`config.mk`:
```
export PLATFORM = sky130hd
export DESIGN_NAME = max_pool_sched_flat
export DESIGN_NICKNAME = d
export VERILOG_FILES = /design/src/rtl/max_pool_sched_if.sv /design/src/rtl/max_pool_sched.sv /design/src/flat_wrapper.sv
export SDC_FILE = /design/constraint.sdc
export NUM_CORES = 1
export LEC_CHECK = 0
export BUFFER_PORTS_ARGS = -buffer_cell sky130_fd_sc_hd__buf_2
export CORE_AREA = 3 3 92 68
export CTS_BUF_LIST = sky130_fd_sc_hd__clkbuf_4
export CTS_CLUSTER_DIAMETER = 120
export CTS_CLUSTER_SIZE = 12
export DETAILED_ROUTE_END_ITERATION = 6
export DIE_AREA = 0 0 95 71
export GPL_TIMING_DRIVEN = 0
export PLACE_DENSITY = 0.68
export SKIP_CTS_REPAIR_TIMING = 1
export SYNTH_ARGS = -nofsm -noshare
export SYNTH_HDL_FRONTEND = slang
export SYNTH_SLANG_ARGS = --single-unit
```
`constraint.sdc`:
```
create_clock -name clk -period 2.4 [get_ports clk]
set_input_delay 0.36 -clock clk [delete_from_list [all_inputs] [get_ports clk]]
set_output_delay 0.36 -clock clk [all_outputs]
set_load 0.01 [all_outputs]
```
`src/rtl/max_pool_sched_if.sv`:
```
// Handshake and RAM-side bundle for the time-multiplexed max-pool scheduler.
interface max_pool_sched_if #(
    parameter int unsigned N  = 32,
    parameter int unsigned K  = 2,
    parameter int unsigned AW = $clog2(N * N),
    parameter int unsigned RW = ((N / K) > 1) ? $clog2(N / K) : 1
);
    logic          start;
    logic          busy;
    logic          done;
    logic          rd_en;
    logic [AW-1:0] rd_addr;
    logic [7:0]    rd_data;
    logic          out_valid;
    logic          out_ready;
    logic [7:0]    out_data;
    logic [RW-1:0] out_row;
    logic [RW-1:0] out_col;

    // Scheduler view
    modport master (
        input  start, rd_data, out_ready,
        output busy, done, rd_en, rd_addr, out_valid, out_data, out_row, out_col
    );

    // Frame buffer / downstream view
    modport slave (
        output start, rd_data, out_ready,
        input  busy, done, rd_en, rd_addr, out_valid, out_data, out_row, out_col
    );
endinterface

```
`src/rtl/max_pool_sched.sv`:
```
// Time-multiplexed max-pool scheduler: one comparator walks every KxK window
// of an NxN frame held in a 1-cycle-latency RAM and emits one max per window.
module max_pool_sched #(
    parameter int unsigned N  = 32,
    parameter int unsigned K  = 2,
    parameter int unsigned AW = $clog2(N * N)
) (
    input  logic              clk,
    input  logic              rst,
    max_pool_sched_if.master  bus
);

    localparam int unsigned NW = N / K;
    localparam int unsigned RW = (NW > 1) ? $clog2(NW) : 1;
    localparam int unsigned KW = (K > 1) ? $clog2(K) : 1;

    localparam logic [RW-1:0] W_LAST = RW'(NW - 1);
    localparam logic [KW-1:0] K_LAST = KW'(K - 1);

    typedef enum logic [2:0] {
        S_IDLE,
        S_READ,
        S_LAST,
        S_OUT,
        S_DONE
    } state_t;

    state_t        state_q, state_d;
    logic [RW-1:0] i_q, i_d, j_q, j_d;
    logic [KW-1:0] m_q, m_d, n_q, n_d;
    logic [7:0]    max_q, max_d;
    logic          pending_q;

    logic          busy_q, busy_d;
    logic          done_q, done_d;
    logic          rd_en_q, rd_en_d;
    logic [AW-1:0] rd_addr_q, rd_addr_d;
    logic          out_valid_q, out_valid_d;
    logic [7:0]    out_data_q, out_data_d;
    logic [RW-1:0] out_row_q, out_row_d;
    logic [RW-1:0] out_col_q, out_col_d;

    // Next-state, counter walk, running max and registered-output next values
    always_comb begin
        state_d    = state_q;
        i_d        = i_q;
        j_d        = j_q;
        m_d        = m_q;
        n_d        = n_q;
        max_d      = (pending_q && (bus.rd_data > max_q)) ? bus.rd_data : max_q;
        out_data_d = out_data_q;
        out_row_d  = out_row_q;
        out_col_d  = out_col_q;

        case (state_q)
            S_IDLE: begin
                i_d   = '0;
                j_d   = '0;
                m_d   = '0;
                n_d   = '0;
                max_d = '0;
                if (bus.start) begin
                    state_d = S_READ;
                end
            end
            S_READ: begin
                if ((m_q == K_LAST) && (n_q == K_LAST)) begin
                    state_d = S_LAST;
                end else if (n_q == K_LAST) begin
                    n_d = '0;
                    m_d = m_q + KW'(1);
                end else begin
                    n_d = n_q + KW'(1);
                end
            end
            S_LAST: begin
                // Final read data lands this cycle; capture the window result.
                state_d    = S_OUT;
                out_data_d = max_d;
                out_row_d  = i_q;
                out_col_d  = j_q;
            end
            S_OUT: begin
                if (bus.out_ready) begin
                    if ((i_q == W_LAST) && (j_q == W_LAST)) begin
                        state_d = S_DONE;
                    end else begin
                        state_d = S_READ;
                        m_d     = '0;
                        n_d     = '0;
                        max_d   = '0;
                        if (j_q == W_LAST) begin
                            j_d = '0;
                            i_d = i_q + RW'(1);
                        end else begin
                            j_d = j_q + RW'(1);
                        end
                    end
                end
            end
            S_DONE: begin
                state_d = S_IDLE;
            end
            default: begin
                state_d = S_IDLE;
            end
        endcase

        rd_en_d     = (state_d == S_READ);
        rd_addr_d   = rd_en_d ? AW'((32'(i_d) * K + 32'(m_d)) * N + 32'(j_d) * K + 32'(n_d))
                              : rd_addr_q;
        busy_d      = (state_d == S_READ) || (state_d == S_LAST) || (state_d == S_OUT);
        done_d      = (state_d == S_DONE);
        out_valid_d = (state_d == S_OUT);
    end

    // State, counters, accumulator and output registers
    always_ff @(posedge clk or posedge rst) begin
        if (rst) begin
            state_q     <= S_IDLE;
            i_q         <= '0;
            j_q         <= '0;
            m_q         <= '0;
            n_q         <= '0;
            max_q       <= '0;
            pending_q   <= 1'b0;
            busy_q      <= 1'b0;
            done_q      <= 1'b0;
            rd_en_q     <= 1'b0;
            rd_addr_q   <= '0;
            out_valid_q <= 1'b0;
            out_data_q  <= '0;
            out_row_q   <= '0;
            out_col_q   <= '0;
        end else begin
            state_q     <= state_d;
            i_q         <= i_d;
            j_q         <= j_d;
            m_q         <= m_d;
            n_q         <= n_d;
            max_q       <= max_d;
            pending_q   <= rd_en_q;
            busy_q      <= busy_d;
            done_q      <= done_d;
            rd_en_q     <= rd_en_d;
            rd_addr_q   <= rd_addr_d;
            out_valid_q <= out_valid_d;
            out_data_q  <= out_data_d;
            out_row_q   <= out_row_d;
            out_col_q   <= out_col_d;
        end
    end

    assign bus.busy      = busy_q;
    assign bus.done      = done_q;
    assign bus.rd_en     = rd_en_q;
    assign bus.rd_addr   = rd_addr_q;
    assign bus.out_valid = out_valid_q;
    assign bus.out_data  = out_data_q;
    assign bus.out_row   = out_row_q;
    assign bus.out_col   = out_col_q;

endmodule

```
`src/flat_wrapper.sv`:
```
// flat-port wrapper written by rule: the top's interface ports become plain ports
module max_pool_sched_flat 
#(
    parameter int unsigned N  = 32,
    parameter int unsigned K  = 2,
    parameter int unsigned AW = $clog2(N * N)
)
  (clk, rst, bus_start, bus_rd_data, bus_out_ready, bus_busy, bus_done, bus_rd_en, bus_rd_addr, bus_out_valid, bus_out_data, bus_out_row, bus_out_col);
  max_pool_sched_if #(.N(N), .K(K), .AW(AW)) bus_i ();
  input  logic clk;
  input  logic rst;
  input wire logic [$bits(bus_i.start)-1:0] bus_start;
  input wire logic [$bits(bus_i.rd_data)-1:0] bus_rd_data;
  input wire logic [$bits(bus_i.out_ready)-1:0] bus_out_ready;
  output wire logic [$bits(bus_i.busy)-1:0] bus_busy;
  output wire logic [$bits(bus_i.done)-1:0] bus_done;
  output wire logic [$bits(bus_i.rd_en)-1:0] bus_rd_en;
  output wire logic [$bits(bus_i.rd_addr)-1:0] bus_rd_addr;
  output wire logic [$bits(bus_i.out_valid)-1:0] bus_out_valid;
  output wire logic [$bits(bus_i.out_data)-1:0] bus_out_data;
  output wire logic [$bits(bus_i.out_row)-1:0] bus_out_row;
  output wire logic [$bits(bus_i.out_col)-1:0] bus_out_col;
  assign bus_i.start = bus_start;
  assign bus_i.rd_data = bus_rd_data;
  assign bus_i.out_ready = bus_out_ready;
  assign bus_busy = bus_i.busy;
  assign bus_done = bus_i.done;
  assign bus_rd_en = bus_i.rd_en;
  assign bus_rd_addr = bus_i.rd_addr;
  assign bus_out_valid = bus_i.out_valid;
  assign bus_out_data = bus_i.out_data;
  assign bus_out_row = bus_i.out_row;
  assign bus_out_col = bus_i.out_col;
  max_pool_sched #(.N(N), .K(K), .AW(AW)) u_core (.clk(clk), .rst(rst), .bus(bus_i));
endmodule
```
* Word level (Yosys, flattened, before mapping) *
Cells that the tools add are included.
Widths: inputs -> output; s select.

word-level totals
  flip-flop bits (word level) = 52
  bits of input ports = 12

operators by class
  $add $sub $neg = 7
  order comparisons = 1
  equal/unequal tests = 9
  muxes and demuxes = 27
  reduce and logical (&&, ||, !) cells = 6

operators by type and width
  kind                 number
  $mux 4               6
  $mux 8               3
  $pmux 4 s2           2
  $pmux 8 s2           1
  $eq 3x2->1 const B   4
  $mux 3               4
  $pmux 3 s4           1
  $add 10x1->10        1
  $add 10x5->10        1
  $add 4x1->4 const B  2
  $eq 4x4->1 const B   2
  $gt 8x8->1           1
  $mux 1               8
  $eq 3x1->1 const B   2
  $pmux 1 s3           2
  $add 5x1->5          1
  $eq 3x3->1 const B   1
  $logic_and 1x1->1    3
  $logic_not 3->1      1
  $add 1x1->1 const B  2
  $logic_or 1x1->1     2

* Logic depth before layout (Yosys ltp) *
  word-level depth = 8
  gate-level depth with buffers = 9
  gate-level depth less buffers = 7

* Worst setup path after synthesis *
No wires, ideal clock.

  path type = reg-to-reg
  from = register u_core.max_q[7]
  to = register u_core.out_data_q[1] (netlist: u_core.bus.out_data[1])
  data arrival time = 1.752 ns
  data required time = 2.273 ns
  setup slack = 0.521 ns
  stages on the path, launching flop included = 8
  clock period less this slack = 1.879 ns
  cells stage by stage = dfrtp_1 -> inv_1 -> ha_1 -> a21oi_2 -> o21ai_2 -> o31ai_4 -> nor2_4 -> a311o_2

on the way
  word-level cells in the longest chain between the ends = 3

ends and longest elaborated chain
  item                    line                   source
  from (decl)             max_pool_sched.sv:31   logic [7:0] max_q, max_d;
  from (signal assigned)  max_pool_sched.sv:141  max_q <= max_d;
  $gt 8x8->1              max_pool_sched.sv:50   max_d = (pending_q && (bus.rd_data > max_q)) ? bus.rd_data : max_q;
  $logic_and 1x1->1       max_pool_sched.sv:50
  $mux 8                  max_pool_sched.sv:50
  to (signal assigned)    max_pool_sched.sv:148  out_data_q <= out_data_d;
  to (decl)               max_pool_sched.sv:39   logic [7:0] out_data_q, out_data_d;

No other way between the ends.
A chain may end at the register's enable or synchronous reset.

* Worst setup path after layout *
  from = register u_core.max_q[5]
  to = register u_core.out_data_q[1] (netlist: u_core.bus.out_data[1])

The elaborated chain is that of the path after synthesis.

==> results.py <==
metrics = {
    "detailed_routing": {
        "finalWirelength_mm": 5.76,
        "drtPass1Iterations": 5,
        "vias": 2024,
        "via_per_inst": 5.51,
        "drc": 0,
        "drtIter0Drc": 153,
        "wire_per_inst_um": 15.7,
        "ant_nets": 0,
    },
    "synthesis": {
        "yosysTopAreaCellShare_pct": 48.4,
        "synth_area_leader_cell": "dfrtp_1",
        "synth_area_leaders": "dfrtp_1 (48%), mux2_4 (5.0%), ha_1 (4.7%)",
        "yosys_most_used_dff": "dfrtp_1",
        "synth.distinct_cells": 56,
        "syn_nets": 264,
        "ys_ff_latch": 52,
        "synth-async-reset-ratio_pct": 100,
        "synth.avg_cell_area_sq_um": 11.1,
        "synth_warnings": 0,
        "ys_seq_area_share_pct": 48.4,
        "synthesis.instances": 242,
        "synth-edff-count": 0,
        "syn_area_sq_um": 2690,
    },
    "die": {
        "die_h_um": 71,
        "start_util_pct": 48.4,
        "dieArea_sq_um": 6750,
        "core_area_sq_um": 5550,
        "die_x_um": 95,
        "io_pins": 42,
        "std_cell_rows": 23,
    },
    "finish": {
        "drive_gt1_share_pct": 33.9,
        "finish.utilization_pct": 55.1,
        "nets": 314,
        "n_antenna_cell": 0,
        "final_cell_area_sq_um": 3060,
        "final_cells": 367,
        "area_growth_pct": 13.9,
    },
    "placed_design": {
        "portBuffers": 41,
        "dpl-instance-area_sq_um": 3010,
        "place_congestion": 0.900,
        "hpwlAfterDp_mm": 4.21,
        "dp.cells": 359,
        "dpl_worst_slack_ns": 0.132,
    },
    "grt": {
        "grt_pass1_wl_mm": 9.35,
        "overflow": 0,
        "grt_pass1_vias": 1818,
        "grt_antenna_before_repair": 0,
        "grt_max_degree": 42,
        "grt_usage_pct": 18.0,
    },
    "status": {
        "outcome": "finished clean",
    },
    "power_and_ir_drop": {
        "p_leak_nw": 1.49,
        "finalPower_mw": 3.54,
        "powerDensity_nw_per_um2": 1160,
        "vdd_drop_max_mv": 0.502,
    },
    "job": {
        "drv_cap": 0,
    },
    "timing": {
        "worst_pin_slew_ns": 0.551,
        "whs_ns": 0.249,
        "totalNegativeSetupSlack_ns": 0,
        "finalWorstSetupSlack_ns": 0.205,
        "setup_viol": 0,
        "final.period_utilization_pct": 91.5,
        "clock.fmax_ghz": 0.456,
        "period_needed_ns": 2.20,
        "finalClockSkew_ns": 0.0124,
        "drv_slew": 0,
        "relSlewSlack_pct": 63.3,
        "grt_setup_unrepaired": "false",
        "hold_viol_final": 0,
    },
    "critical_path": {
        "crit_arrival_ns": 2.47,
        "required_ns": 2.67,
        "cp_slowest_cell": "a311o_2",
        "critPathMaxStageDelay_ns": 0.40,
        "crit_type": "register to register",
        "crit_fanout": 9,
        "crit_chain": "inv_1, ha_1, a21oi_1, o21ai_2, nor2b_1, clkbuf_1, nor2_4, a311o_2",
        "end_kind": "register",
        "worst_setup_path_start_kind": "register",
    },
    "clock_tree": {
        "clk_pin_slew_ns": 0.15,
        "htreeDepth": 2,
        "cts_buffer_depth": 2,
        "cts_buffers": 5,
        "clockRootBuffer": "clkbuf_4",
        "clock-sinks": 52,
        "clk_latency_ns": 0.36,
        "cts_tree": "yes",
    },
    "hold_path": {
        "hold_class": "primary input to register",
    },
}
[layout by cell type, fill, tap and decap left out, types with 9 or more instances in the layout]
| cell | Yosys | final |
|---|---|---|
| a21oi_1 | 19 | 19 |
| buf_2 | 3 | 44 |
| dfrtp_1 | 52 | 52 |
| ha_1 | 10 | 10 |
| inv_1 | 15 | 14 |
| mux2_2 | 9 | 9 |
| mux2_4 | 9 | 9 |
| nand2_1 | 20 | 20 |
| nand3_1 | 14 | 14 |
| o21ai_0 | 9 | 9 |
[state kept, by name, summed over array words and instances, names as in the netlist, 3 cells and up]
register,count
u_core.bus.out_col,4
u_core.bus.out_data,8
u_core.bus.out_row,4
u_core.bus.rd_addr,10
u_core.i_q,4
u_core.j_q,4
u_core.max_q,8
u_core.state_q,3
[final timing paths]
| check | slack, ns | depth (start not counted) | from | endpoint |
|---|---|---|---|---|
| min reg2reg | 0.42 | 0 | u_core.bus.rd_en$_DFF_PP0_ | u_core.pending_q$_DFF_PP0_ |
| max reg2reg | 0.20 | 8 | u_core.max_q[5]$_DFF_PP0_ | u_core.bus.out_data[1]$_DFFE_PP0P_ |
| min | 0.25 | 3 | bus_rd_data[0] | u_core.max_q[0]$_DFF_PP0_ |
| max | 0.20 | 8 | u_core.max_q[5]$_DFF_PP0_ | u_core.bus.out_data[1]$_DFFE_PP0P_ |
| min in group asynchronous | 0.46 | 3 | rst | u_core.max_q[0]$_DFF_PP0_ |
| max in group asynchronous | 1.43 | 4 | rst | u_core.bus.rd_addr[2]$_DFFE_PP0P_ |
[critical path, delay by kind of cell (launching register included)]
kind,cells,cell delay [ns]
AO/OA/AOI/OAI,3,0.71
buffers and inverters,2,0.44
flip-flops,1,0.39
adder cells (fa/ha/maj),1,0.29
AND/OR/NAND/NOR,2,0.27
[Yosys cell counts (2+ instances only)]
| cell | instances |
|---|---|
| nor4_1 | 2 |
| buf_4 | 4 |
| mux2i_1 | 2 |
| o21ai_0 | 9 |
| nand2_1 | 20 |
| mux2_4 | 9 |
| nor2_1 | 8 |
| nand2b_1 | 3 |
| buf_2 | 3 |
| nand3_1 | 14 |
| o21ai_2 | 2 |
| buf_6 | 3 |
| a21oi_1 | 19 |
| dfrtp_1 | 52 |
| o21ai_1 | 2 |
| nor2b_1 | 8 |
| a311o_1 | 6 |
| or2_2 | 2 |
| inv_1 | 15 |
| ha_1 | 10 |
| o311ai_0 | 2 |
| a21oi_2 | 3 |
| nand4_1 | 3 |
| mux2_2 | 9 |
[cell type report]
| class | instances | area (sq um) |
|---|---|---|
| fill | 500 | 2490 |
| sequential | 52 | 1300 |
| multi-input combinational | 164 | 1250 |
| timing repair buffer | 43 | 235 |
| tap | 75 | 93.8 |
| buffer | 11 | 82.6 |
| inverter | 15 | 56.3 |
| clock buffer | 5 | 37.5 |
| clock inverter | 2 | 7.51 |
[routing by layer]
layer	global-route usage (%)	wire, um	vias up
li1	-	-	968
met1	29.1	2920	986
met2	24.2	2440	63
met3	3.51	338	7
met4	4.80	53	0
met5	0	0	-
[power by group]
part | switching [mW] | internal [mW] | leakage [nW] | total [mW]
combinational | 1.08 | 0.810 | 0.771 | 1.89
sequential | 0.156 | 1.14 | 0.694 | 1.30
clock | 0.258 | 0.103 | 0.0261 | 0.361
total | 1.49 | 2.05 | 1.49 | 3.54
[cell families (layout without fill, tap and decap cells)]
group,count (synthesis),count (layout),share of synthesized area (%)
compound gates,57,57,15.1
xor+xnor,2,2,0.652
fa+ha+maj,10,10,4.65
buf+inv,26,76,5.16
flops,52,52,48.4
mux,20,20,9.54
simple gates,75,75,16.5
No activity file was read; power rests on OpenSTA's default activity.
